**src/rtl/fp16_dot_sequencer_if.sv**
```systemverilog
// Bundles the host job port, operand stream, MAC hookup and result port of fp16_dot_sequencer.
// The sequencer connects through the slave modport; the master modport is the surrounding system.
interface fp16_dot_sequencer_if #(
   parameter int LEN_W = 8
);
   logic             start;
   logic [LEN_W-1:0] len;
   logic             busy;

   logic             in_valid;
   logic             in_ready;
   logic [15:0]      in_a;
   logic [15:0]      in_b;

   logic [15:0]      mac_a;
   logic [15:0]      mac_b;
   logic             mac_rst_n;
   logic [15:0]      mac_result;

   logic             out_valid;
   logic             out_ready;
   logic [15:0]      out_data;

   modport master (
      output start, len, in_valid, in_a, in_b, mac_result, out_ready,
      input  busy, in_ready, mac_a, mac_b, mac_rst_n, out_valid, out_data
   );

   modport slave (
      input  start, len, in_valid, in_a, in_b, mac_result, out_ready,
      output busy, in_ready, mac_a, mac_b, mac_rst_n, out_valid, out_data
   );
endinterface

```
**src/rtl/fp16_dot_sequencer.sv**
```systemverilog
// Job-level controller: clears the FP16 MAC, streams len operand pairs into it,
// waits MAC_LAT cycles for the pipeline to drain, then presents the accumulated result.
module fp16_dot_sequencer #(
   parameter int LEN_W   = 8,
   parameter int MAC_LAT = 3
) (
   input  logic                clk,
   input  logic                reset,
   fp16_dot_sequencer_if.slave bus
);

   typedef enum logic [2:0] {
      IDLE,
      CLEAR,
      STREAM,
      DRAIN,
      DONE
   } state_t;

   // The drain counter is two bits wide, so it counts 0..MAC_LAT-1 (MAC_LAT up to 4).
   localparam logic [1:0] DRAIN_LAST = 2'(MAC_LAT - 1);

   state_t           state_q;
   state_t           state_d;
   logic [LEN_W-1:0] len_q;
   logic [LEN_W-1:0] elem_cnt_q;
   logic [1:0]       drain_cnt_q;
   logic             mac_rst_n_q;
   logic [15:0]      out_data_q;

   logic accept;
   logic last_elem;
   logic drain_done;

   assign accept     = (state_q == STREAM) && bus.in_valid;
   assign last_elem  = (elem_cnt_q == len_q - LEN_W'(1));
   assign drain_done = (drain_cnt_q == DRAIN_LAST);

   // NOTE: every variable driven here gets its default first, so no path can infer a latch.
   always_comb begin
      state_d = state_q;
      unique case (state_q)
         IDLE:    if (bus.start) state_d = CLEAR;
         CLEAR:   state_d = (len_q == '0) ? DRAIN : STREAM;
         STREAM:  if (accept && last_elem) state_d = DRAIN;
         DRAIN:   if (drain_done) state_d = DONE;
         DONE:    if (bus.out_ready) state_d = IDLE;
         default: state_d = IDLE;
      endcase
   end

   // NOTE: state is updated with non-blocking assignments so every flop samples pre-edge values.
   always_ff @(posedge clk) begin
      if (reset) begin
         state_q     <= IDLE;
         len_q       <= '0;
         elem_cnt_q  <= '0;
         drain_cnt_q <= '0;
         mac_rst_n_q <= 1'b0;
         out_data_q  <= 16'h0000;
      end else begin
         state_q     <= state_d;
         mac_rst_n_q <= (state_d != CLEAR);

         if (state_q == IDLE && bus.start) begin
            len_q      <= bus.len;
            elem_cnt_q <= '0;
         end else if (accept) begin
            elem_cnt_q <= elem_cnt_q + LEN_W'(1);
         end

         if (state_q == DRAIN) begin
            drain_cnt_q <= drain_cnt_q + 2'd1;
         end else begin
            drain_cnt_q <= '0;
         end

         // The MAC result reflects the last pair exactly at the end of the final drain cycle.
         if (state_q == DRAIN && drain_done) begin
            out_data_q <= bus.mac_result;
         end
      end
   end

   // Bubbles feed +0 x +0 so the MAC, which has no enable, keeps its accumulator unchanged.
   assign bus.mac_a     = accept ? bus.in_a : 16'h0000;
   assign bus.mac_b     = accept ? bus.in_b : 16'h0000;
   assign bus.mac_rst_n = mac_rst_n_q;
   assign bus.busy      = (state_q != IDLE);
   assign bus.in_ready  = (state_q == STREAM);
   assign bus.out_valid = (state_q == DONE);
   assign bus.out_data  = out_data_q;

endmodule

```
**src/flat_wrapper.sv**
```systemverilog
// flat-port wrapper written by rule: the top's interface ports become plain ports
module fp16_dot_sequencer_flat 
#(
   parameter int LEN_W   = 8,
   parameter int MAC_LAT = 3
)
  (clk, reset, bus_start, bus_len, bus_in_valid, bus_in_a, bus_in_b, bus_mac_result, bus_out_ready, bus_busy, bus_in_ready, bus_mac_a, bus_mac_b, bus_mac_rst_n, bus_out_valid, bus_out_data);
  fp16_dot_sequencer_if #(.LEN_W(LEN_W)) bus_i ();
  input  logic clk;
  input  logic reset;
  input wire logic [$bits(bus_i.start)-1:0] bus_start;
  input wire logic [$bits(bus_i.len)-1:0] bus_len;
  input wire logic [$bits(bus_i.in_valid)-1:0] bus_in_valid;
  input wire logic [$bits(bus_i.in_a)-1:0] bus_in_a;
  input wire logic [$bits(bus_i.in_b)-1:0] bus_in_b;
  input wire logic [$bits(bus_i.mac_result)-1:0] bus_mac_result;
  input wire logic [$bits(bus_i.out_ready)-1:0] bus_out_ready;
  output wire logic [$bits(bus_i.busy)-1:0] bus_busy;
  output wire logic [$bits(bus_i.in_ready)-1:0] bus_in_ready;
  output wire logic [$bits(bus_i.mac_a)-1:0] bus_mac_a;
  output wire logic [$bits(bus_i.mac_b)-1:0] bus_mac_b;
  output wire logic [$bits(bus_i.mac_rst_n)-1:0] bus_mac_rst_n;
  output wire logic [$bits(bus_i.out_valid)-1:0] bus_out_valid;
  output wire logic [$bits(bus_i.out_data)-1:0] bus_out_data;
  assign bus_i.start = bus_start;
  assign bus_i.len = bus_len;
  assign bus_i.in_valid = bus_in_valid;
  assign bus_i.in_a = bus_in_a;
  assign bus_i.in_b = bus_in_b;
  assign bus_i.mac_result = bus_mac_result;
  assign bus_i.out_ready = bus_out_ready;
  assign bus_busy = bus_i.busy;
  assign bus_in_ready = bus_i.in_ready;
  assign bus_mac_a = bus_i.mac_a;
  assign bus_mac_b = bus_i.mac_b;
  assign bus_mac_rst_n = bus_i.mac_rst_n;
  assign bus_out_valid = bus_i.out_valid;
  assign bus_out_data = bus_i.out_data;
  fp16_dot_sequencer #(.LEN_W(LEN_W), .MAC_LAT(MAC_LAT)) u_core (.clk(clk), .reset(reset), .bus(bus_i));
endmodule
```
**config.mk**
```make
export PLATFORM = sky130hd
export DESIGN_NAME = fp16_dot_sequencer_flat
export DESIGN_NICKNAME = d
export VERILOG_FILES = /design/src/rtl/fp16_dot_sequencer_if.sv /design/src/rtl/fp16_dot_sequencer.sv /design/src/flat_wrapper.sv
export SDC_FILE = /design/constraint.sdc
export NUM_CORES = 1
export LEC_CHECK = 0
export CORE_MARGIN = 2
export CORE_UTILIZATION = 39
export CTS_BUF_LIST = sky130_fd_sc_hd__clkbuf_4 sky130_fd_sc_hd__clkbuf_8
export CTS_CLUSTER_SIZE = 16
export DETAILED_ROUTE_END_ITERATION = 12
export PLACE_DENSITY = 0.91
export RECOVER_POWER = 25
export SLEW_MARGIN = 20
export SYNTH_ARGS = -nofsm -noshare
export SYNTH_HDL_FRONTEND = slang
export SYNTH_SLANG_ARGS = --single-unit
```
**constraint.sdc**
```tcl
create_clock -name clk -period 1.9 [get_ports clk]
set_clock_uncertainty 0.1 [all_clocks]
set_input_delay 0.285 -clock clk [delete_from_list [all_inputs] [get_ports clk]]
set_output_delay 0.285 -clock clk [all_outputs]
set_load 0.05 [all_outputs]
```
# Word-level counts from Yosys, hierarchy flattened
# Index checks and enable logic that the tools add are counted.
dict set report op_classes {
  bitwise_logic 1
  n_eq_ne 7
  reduce_logical 9
  n_mux 8
  n_addsub 3
}
# op n
set ops {}
lappend ops {{$mux 16} 2}
lappend ops {{$pmux 3 s5} 1}
lappend ops {{$mux 3} 4}
lappend ops {{$add 8x1->8 const B} 1}
lappend ops {{$eq 8x8->1} 1}
lappend ops {{$logic_not 8->1} 1}
lappend ops {{$sub 8x1->8 const B} 1}
lappend ops {{$eq 3x2->1 const B} 2}
lappend ops {{$logic_and 1x1->1} 4}
lappend ops {{$reduce_or 2->1} 2}
lappend ops {{$eq 3x1->1 const B} 1}
lappend ops {{$eq 3x3->1 const B} 1}
lappend ops {{$logic_not 3->1} 1}
lappend ops {{$ne 3x1->1 const B} 1}
lappend ops {{$reduce_bool 3->1} 1}
lappend ops {{$add 2x1->2 const B} 1}
lappend ops {{$eq 2x2->1 const B} 1}
lappend ops {{$mux 1} 1}
lappend ops {{$not 1->1} 1}
dict set report totals {
  input_bits 61
  word_cells 34
  reg_bits 38
}

# Logic depth before layout (Yosys ltp)
# Gate-level depths: netlist of the first run.
dict set report depth {
  depth_word 6
  depth_mapped 8
  ltp_nobuf 7
}

# Worst setup path before layout of the first run
# No wires, ideal clock.
dict set report synth_path {
  path_kind {register to output}
  from {register u_core.state_q[0]}
  to {output port bus_in_ready}
  path_stages_with_launch 3
  t_required_ns 1.515
  arrival_time_ns 1.594
  setup_slack_ns -0.079
  cell_sequence {dfxtp_1 > clkbuf_2 > nor3b_1}
}
dict set report synth_between {
  elab_chain_cells 1
}
# item line
set synth_lines {}
lappend synth_lines {{start, declared} fp16_dot_sequencer.sv:23} ;# state_t state_q;
lappend synth_lines {{start signal, assigned} fp16_dot_sequencer.sv:62} ;# state_q <= state_d;
lappend synth_lines {{$eq 3x2->1} fp16_dot_sequencer.sv:90} ;# assign bus.in_ready = (state_q == STREAM);
lappend synth_lines {{end, declared} flat_wrapper.sv:19} ;# output wire logic [$bits(bus_i.in_ready)-1:0] bus_in_ready;
# Every way passes these cells.

# Final worst setup path of the first run
dict set report layout_path {
  from {register u_core.state_q[0]}
  to {output port bus_mac_b[13]}
}
dict set report layout_between {
  elab_chain_cells 3
}
# item line
set layout_lines {}
lappend layout_lines {{$eq 3x2->1} fp16_dot_sequencer.sv:35} ;# assign accept = (state_q == STREAM) && bus.in_valid;
lappend layout_lines {{$logic_and 1x1->1} fp16_dot_sequencer.sv:35}
lappend layout_lines {{$mux 16} fp16_dot_sequencer.sv:87} ;# assign bus.mac_b = accept ? bus.in_b : 16'h0000;
lappend layout_lines {{end, declared} flat_wrapper.sv:21} ;# output wire logic [$bits(bus_i.mac_b)-1:0] bus_mac_b;
# Every way passes these cells.

==> results of run 1 <==
Yosys cell counts, drive strengths merged:
library cell	count
nand4	2
clkbuf	7
o21ai	2
o22ai	1
xor2	10
a41oi	1
nand2	56
a32o	1
o21bai	1
dfxtp	38
buf	9
and3	1
nor4	3
nand3b	1
inv	6
and4bb	2
nor3	4
ha	3
and4	2
and3b	1
mux2i	2
nand3	4
or2	1
xnor2	8
a21oi	26
nor3b	1
nand2b	4
nor2	13
o31ai	1
and2	34
a211oi	1
power by group:
| group | switching (mW) | internal [mW] |
|---|---|---|
| combinational | 0.313 | 0.333 |
| sequential | 0.0377 | 0.820 |
| clock | 0.318 | 0.526 |
worst max-delay path: stages, from the launching register on:
cell	delay (ns)
sky130_fd_sc_hd__dfxtp_4	0.38
sky130_fd_sc_hd__and4bb_4	0.35
sky130_fd_sc_hd__clkbuf_16	0.18
sky130_fd_sc_hd__and2_2	0.18
sky130_fd_sc_hd__buf_12	0.14
metrics by stage:
stage,hold WS (ns),power (mW),cells,instance area (um^2)
after global routing,0.361,2.40,427,3690
final,0.339,2.35,427,3690
after floorplan,0.300,1.16,246,1970
after CTS,0.340,2.31,425,3650
after detailed placement,0.330,1.47,417,3510
after global placement,0.310,1.45,417,3510
routing by layer:
metal / GRT usage, % / share of wire, % / vias up
li1: - / - / 1022
met1: 28.5 / 36 / 1076
met5: 0 / 0 / -
met3: 4.88 / 5.1 / 36
met4: 14.9 / 5.6 / 0
met2: 49.1 / 53 / 110
sequential cells by signal (all words and copies together) (netlist names):
register	count
u_core.bus.out_data	16
u_core.bus.mac_rst_n	1
u_core.elem_cnt_q	8
u_core.len_q	8
u_core.drain_cnt_q	2
u_core.state_q	3
timing repair:
item / in CTS / in global routing
pin swaps: 0 / 2
buffers inserted: 0 / 1
setup endpoints to repair: 33 / 33
cloned: 0 / 1
gates resized for setup: 4 / 7
kinds of logic after synthesis:
kind of cell | after synthesis
flops | 38
mux | 2
xor+xnor | 18
compound gates | 34
buf+inv | 22
simple gates | 129
fa+ha+maj | 3
final timing paths:
| kind | startpoint | endpoint | slack, ns | depth (start not counted) |
|---|---|---|---|---|
| max | u_core.state_q[0] | bus_mac_b[13] | -0.01 | 4 |
| max reg2reg | u_core.len_q[1] | u_core.state_q[0] | 0.07 | 7 |
| min | u_core.drain_cnt_q[0] | u_core.drain_cnt_q[0] | 0.34 | 1 |
| min reg2reg | u_core.drain_cnt_q[0] | u_core.drain_cnt_q[0] | 0.34 | 1 |
cell type report:
class,count,area [um^2],share of cell area [%]
Timing Repair Buffer,122,1560,42.3
Clock inverter,3,68.8,1.86
Tap cell,67,83.8,2.27
Sequential cell,38,767,20.8
Multi-Input combinational cell,186,1120,30.4
Inverter,6,22.5,0.610
Clock buffer,5,68.8,1.86
==> flow_metrics.py, run 1 <==
metrics = {
    "status": {
        "status": "finished, violations left",
        "violations": "setup timing",
    },
    "floorplan": {
        "chipWidth_um": 74.4,
        "start_util_pct": 40.6,
        "placementRows": 25,
        "design.die.area_um2": 5530,
        "die_y_um": 74.4,
        "ios": 113,
        "core_area_um2": 4750,
    },
    "min_path": {
        "worst_hold_path_class": "register to register",
    },
    "final_layout": {
        "antenna-diode-count": 0,
        "drive_gt1_share_pct": 25.8,
        "area_delta_synth_final_pct": 91.1,
        "final_core_util_pct": 77.7,
        "n_fill_cell": 259,
        "most-common-layout-cells": "76 x sky130_fd_sc_hd__clkdlybuf4s50_1, 56 x sky130_fd_sc_hd__nand2_1, 35 x sky130_fd_sc_hd__buf_12, 35 x sky130_fd_sc_hd__dfxtp_1, 28 x sky130_fd_sc_hd__and2_2",
        "final_nets": 423,
        "final_common_cell": "sky130_fd_sc_hd__clkdlybuf4s50_1",
    },
    "detailed_routing": {
        "routed_wl_um": 7960,
        "detail_route.drc_violations": 0,
        "num_vias": 2244,
        "vias_per_cell": 5.26,
        "drtIter0Drc": 149,
        "total_iterations_of_the_first_detailed_routing_run": 4,
        "wl_per_cell_um": 18.7,
        "ant_nets": 0,
    },
    "global_routing": {
        "grt_first_pass_wirelength_um": 11200,
        "grt_remaining_overflow": 0,
        "gr_usage_total_pct": 26.7,
        "antenna_violations_before_repair": 0,
        "pin_count_of_the_biggest_net_entering_global_routing": 37,
        "first_global_vias": 2372,
    },
    "clocking": {
        "clock_tree.root_cell": "sky130_fd_sc_hd__clkbuf_8",
        "cts.clk_slew.worst_paths_ns": 0.08,
        "cts_tree": "done",
        "clkSinkCount": 38,
        "htreeDepth": 2,
        "cts_made_buffers": 5,
        "cts-hold-fix-buffers": 0,
        "clockBufferDepth": 2,
        "worst_skew_pair.late_latency_ns": 0.30,
    },
    "placed_design": {
        "post-dp-hpwl_um": 5200,
        "count_of_buffers_from_port_buffering": 112,
        "place.gp.congestion": 0.835,
        "detailedPlace.worstSlack_ns": -0.0500,
    },
    "setup_path": {
        "path_class": "register to output pin",
        "startpoint_type": "register",
        "timing.critical_path.to_type": "output pin",
        "critPathArrivalTime_ns": 1.53,
        "crit_path_max_fanout": 17,
        "worstPathRequired_ns": 1.51,
    },
    "timing": {
        "timing.slew.headroom_pct": 54.6,
        "setup-tns-final_ns": -0.0382,
        "max_freq_mhz": 523,
        "timing.final.max_slew_violations": 0,
        "worstMarginPinSlew_ns": 0.680,
        "finalWorstPathRequiredPeriod_ns": 1.91,
        "finalHoldViolCount": 0,
        "setup_repair_after_global_routing_missed_its_margin": "yes",
        "finalSetupViolations": 8,
        "layout_worst_path_cycle_share_pct": 101,
        "post-route-worst-setup-slack_ns": -0.0128,
    },
    "run": {
        "drv_cap": 0,
    },
    "logic_synthesis": {
        "synth_top_family_by_area": "simple AND/OR/NAND/NOR gates",
        "synth.yosys.seq_area_share_pct": 39.4,
        "synth.distinct_cells": 35,
        "synth_compound_area_share_pct": 9.72,
        "muxShareOfSynthArea_pct": 1.04,
        "yosysWarnings": 0,
        "syn-num-nets": 310,
        "cell_area_after_synthesis_um2": 1930,
        "postSynthRegisterBits": 38,
        "synth_top_area_share_pct": 39.4,
        "synth-simple-area-share_pct": 34.3,
        "yosys-top-cells-area": "sky130_fd_sc_hd__dfxtp_1 39%, sky130_fd_sc_hd__and2_1 11%, sky130_fd_sc_hd__nand2_1 11%",
        "post_synthesis_adder_cell_area_fraction_pct": 1.94,
        "yosysTopAreaCell": "sky130_fd_sc_hd__dfxtp_1",
        "syn-instance-count": 246,
        "postSynthAreaPerCell_um2": 7.85,
        "synth_xor_area_share_pct": 8.16,
    },
    "power_and_ir_drop": {
        "irDropWorstVdd_mv": 0.540,
        "p_per_area_nw_per_um2": 636,
        "power.leakage_nw": 1.43,
    },
}
No activity file was read; power rests on OpenSTA's default activity.
==> inputs of run 2 (changes only) <==
REMOVE_ABC_BUFFERS = 1   (was default)
==> run 2 against run 1 <==
Against the previous run: the run still ends with setup timing left; register-to-register slack worse by 0.15 ns; core utilization up 1.1 points; hold slack better by 0.0063 ns; largest cell class unchanged; worst setup slack worse by 0.068 ns; sequential share of layout area down 0.40 points; highest routed layer unchanged; final cell count up 0.94%.
==> flow_metrics.py, run 2 (synthesis results as in run 1) <==
metrics = {
    "final_layout": {
        "antenna-diode-count": 0,
        "most-common-layout-cells": "75 x sky130_fd_sc_hd__clkdlybuf4s50_1, 56 x sky130_fd_sc_hd__nand2_1, 36 x sky130_fd_sc_hd__dfxtp_1",
        "footprint_of_the_multi_input_gates_um2": 1150,
        "drive_gt1_share_pct": 25.8,
        "layout.cell_area.non_filler_um2": 3750,
        "final_core_util_pct": 78.8,
        "final_nets": 427,
        "flip_flop_count_of_the_largest_register_all_copies_and_words_added": 16,
        "final-seq-area_um2": 763,
        "area_delta_synth_final_pct": 93.9,
        "final_common_cell": "sky130_fd_sc_hd__clkdlybuf4s50_1",
        "n_fill_cell": 282,
    },
    "global_routing": {
        "grt_remaining_overflow": 0,
        "antenna_violations_before_repair": 0,
        "pin_count_of_the_biggest_net_entering_global_routing": 37,
        "grt_first_pass_wirelength_um": 9520,
        "first_global_vias": 2024,
        "gr_usage_total_pct": 23.0,
    },
    "clocking": {
        "cts_made_buffers": 5,
        "htreeDepth": 2,
        "worst_skew_pair.late_latency_ns": 0.30,
        "clkSinkCount": 38,
        "clockBufferDepth": 2,
        "cts.clk_slew.worst_paths_ns": 0.08,
        "clock_tree.root_cell": "sky130_fd_sc_hd__clkbuf_8",
        "cts_tree": "done",
        "cts-hold-fix-buffers": 0,
    },
    "setup_path": {
        "critical-path-slowest-cell": "sky130_fd_sc_hd__and4bb_4",
        "cp.buffers_inverters": 2,
        "reg2reg_from": "u_core.state_q[0]",
        "path_class": "register to register",
        "critical-path-max-stage-delay_ns": 0.42,
        "worstPathRequired_ns": 2.02,
        "crit_path_max_fanout": 8,
        "chain_of_cells_forming_the_critical_path": "and4bb_4 -> clkbuf_16 -> buf_4 -> and3_1 -> nand4_1 -> xor2_1 -> nor2_1",
        "timing.critical_path.to_type": "register",
        "critPathLaunch": "u_core.state_q[0]",
        "timing.critical_path.max_delay_family": "simple AND/OR/NAND/NOR gates",
        "startpoint_type": "register",
        "critPathArrivalTime_ns": 2.10,
    },
    "timing": {
        "max_freq_mhz": 505,
        "setup-tns-final_ns": -0.178,
        "finalWorstPathRequiredPeriod_ns": 1.98,
        "timing.final.max_slew_violations": 0,
        "worstMarginPinSlew_ns": 0.591,
        "layout_worst_path_cycle_share_pct": 104,
        "finalSetupViolations": 13,
        "timing.slew.headroom_pct": 60.6,
        "post-route-worst-setup-slack_ns": -0.0810,
        "finalHoldViolCount": 0,
        "setup_repair_after_global_routing_missed_its_margin": "yes",
    },
    "detailed_routing": {
        "routed_wl_um": 7950,
        "total_iterations_of_the_first_detailed_routing_run": 5,
        "wl_per_cell_um": 18.5,
        "vias_per_cell": 5.21,
        "num_vias": 2244,
        "detail_route.drc_violations": 0,
        "ant_nets": 0,
        "drtIter0Drc": 171,
    },
    "min_path": {
        "worst_hold_path_class": "register to register",
        "timing.hold.worst.start": "u_core.drain_cnt_q[0]",
    },
    "placed_design": {
        "post-dp-hpwl_um": 4970,
        "place.gp.congestion": 0.867,
        "detailedPlace.worstSlack_ns": -0.116,
        "count_of_buffers_from_port_buffering": 112,
        "placed_cell_area_um2": 3470,
    },
    "status": {
        "status": "finished, violations left",
        "violations": "setup timing",
    },
    "power_and_ir_drop": {
        "power.leakage_nw": 1.46,
        "p_per_area_nw_per_um2": 594,
        "totalPowerFinal_mw": 2.22,
        "irDropWorstVdd_mv": 0.491,
    },
    "run": {
        "drv_cap": 0,
    },
    "floorplan": {
        "design.die.area_um2": 5530,
        "placementRows": 25,
        "chipWidth_um": 74.4,
        "start_util_pct": 40.6,
        "ios": 113,
        "die_y_um": 74.4,
        "core_area_um2": 4750,
    },
}
==> run 2: changes by cell type in the layout (fill, tap and decap cells not counted), sizes merged <==
cell           change
clkdlybuf4s50      -1
clkinv             +1
buf                +4
bufinv             -1
dlygate4sd3        +1
==> run 2: worst reg2reg max path: stages (launching register included) <==
cell and delay (ns):
sky130_fd_sc_hd__dfxtp_2 0.33, sky130_fd_sc_hd__and4bb_4 0.42, sky130_fd_sc_hd__clkbuf_16 0.18, sky130_fd_sc_hd__buf_4 0.13
sky130_fd_sc_hd__and3_1 0.23, sky130_fd_sc_hd__nand4_1 0.15, sky130_fd_sc_hd__xor2_1 0.18, sky130_fd_sc_hd__nor2_1 0.17
==> run 2: through the flow <==
step | hold WS (ns) | std cells
after floorplan | 0.254 | 230
after global placement | 0.307 | 418
after detailed placement | 0.329 | 418
after CTS | 0.338 | 426
after global routing | 0.374 | 431
final | 0.346 | 431
==> run 2: what timing repair did <==
action	CTS	global route
gates cloned	0	3
setup buffers	0	2
gates resized for setup	3	34
setup endpoints to repair	32	32
pin swaps	0	11
==> run 2: final cells by class <==
class	count	share of cell area (%)
timing repair buffer	126	43.1
multi-input combinational	186	30.8
sequential	38	20.4
tap	67	2.24
clock buffer	5	1.84
clock inverter	3	1.07
inverter	6	0.601
==> run 2: path summary, 6_finish.rpt <==
kind / to / slack [ns] / depth (start not counted)
max: u_core.elem_cnt_q[5] / -0.08 / 7
min: u_core.drain_cnt_q[0] / 0.35 / 1
max reg2reg: u_core.elem_cnt_q[5] / -0.08 / 7
min reg2reg: u_core.drain_cnt_q[0] / 0.35 / 1
==> run 2: metal layers <==
layer  vias to the layer above  global-route usage (%)  part of all wire [%]
met3                        31                    5.42                   5.9
li1                       1037                       -                     -
met4                         0                    11.9                   4.5
met2                       117                    42.5                    56
met1                      1059                    23.9                    34
met5                         -                       0                     0
==> run 2: power breakdown <==
group | switching [mW] | leakage [nW] | total [mW] | internal, mW
sequential | 0.0281 | 0.309 | 0.847 | 0.819
clock | 0.302 | 0.0579 | 0.689 | 0.386
combinational | 0.331 | 1.10 | 0.688 | 0.357
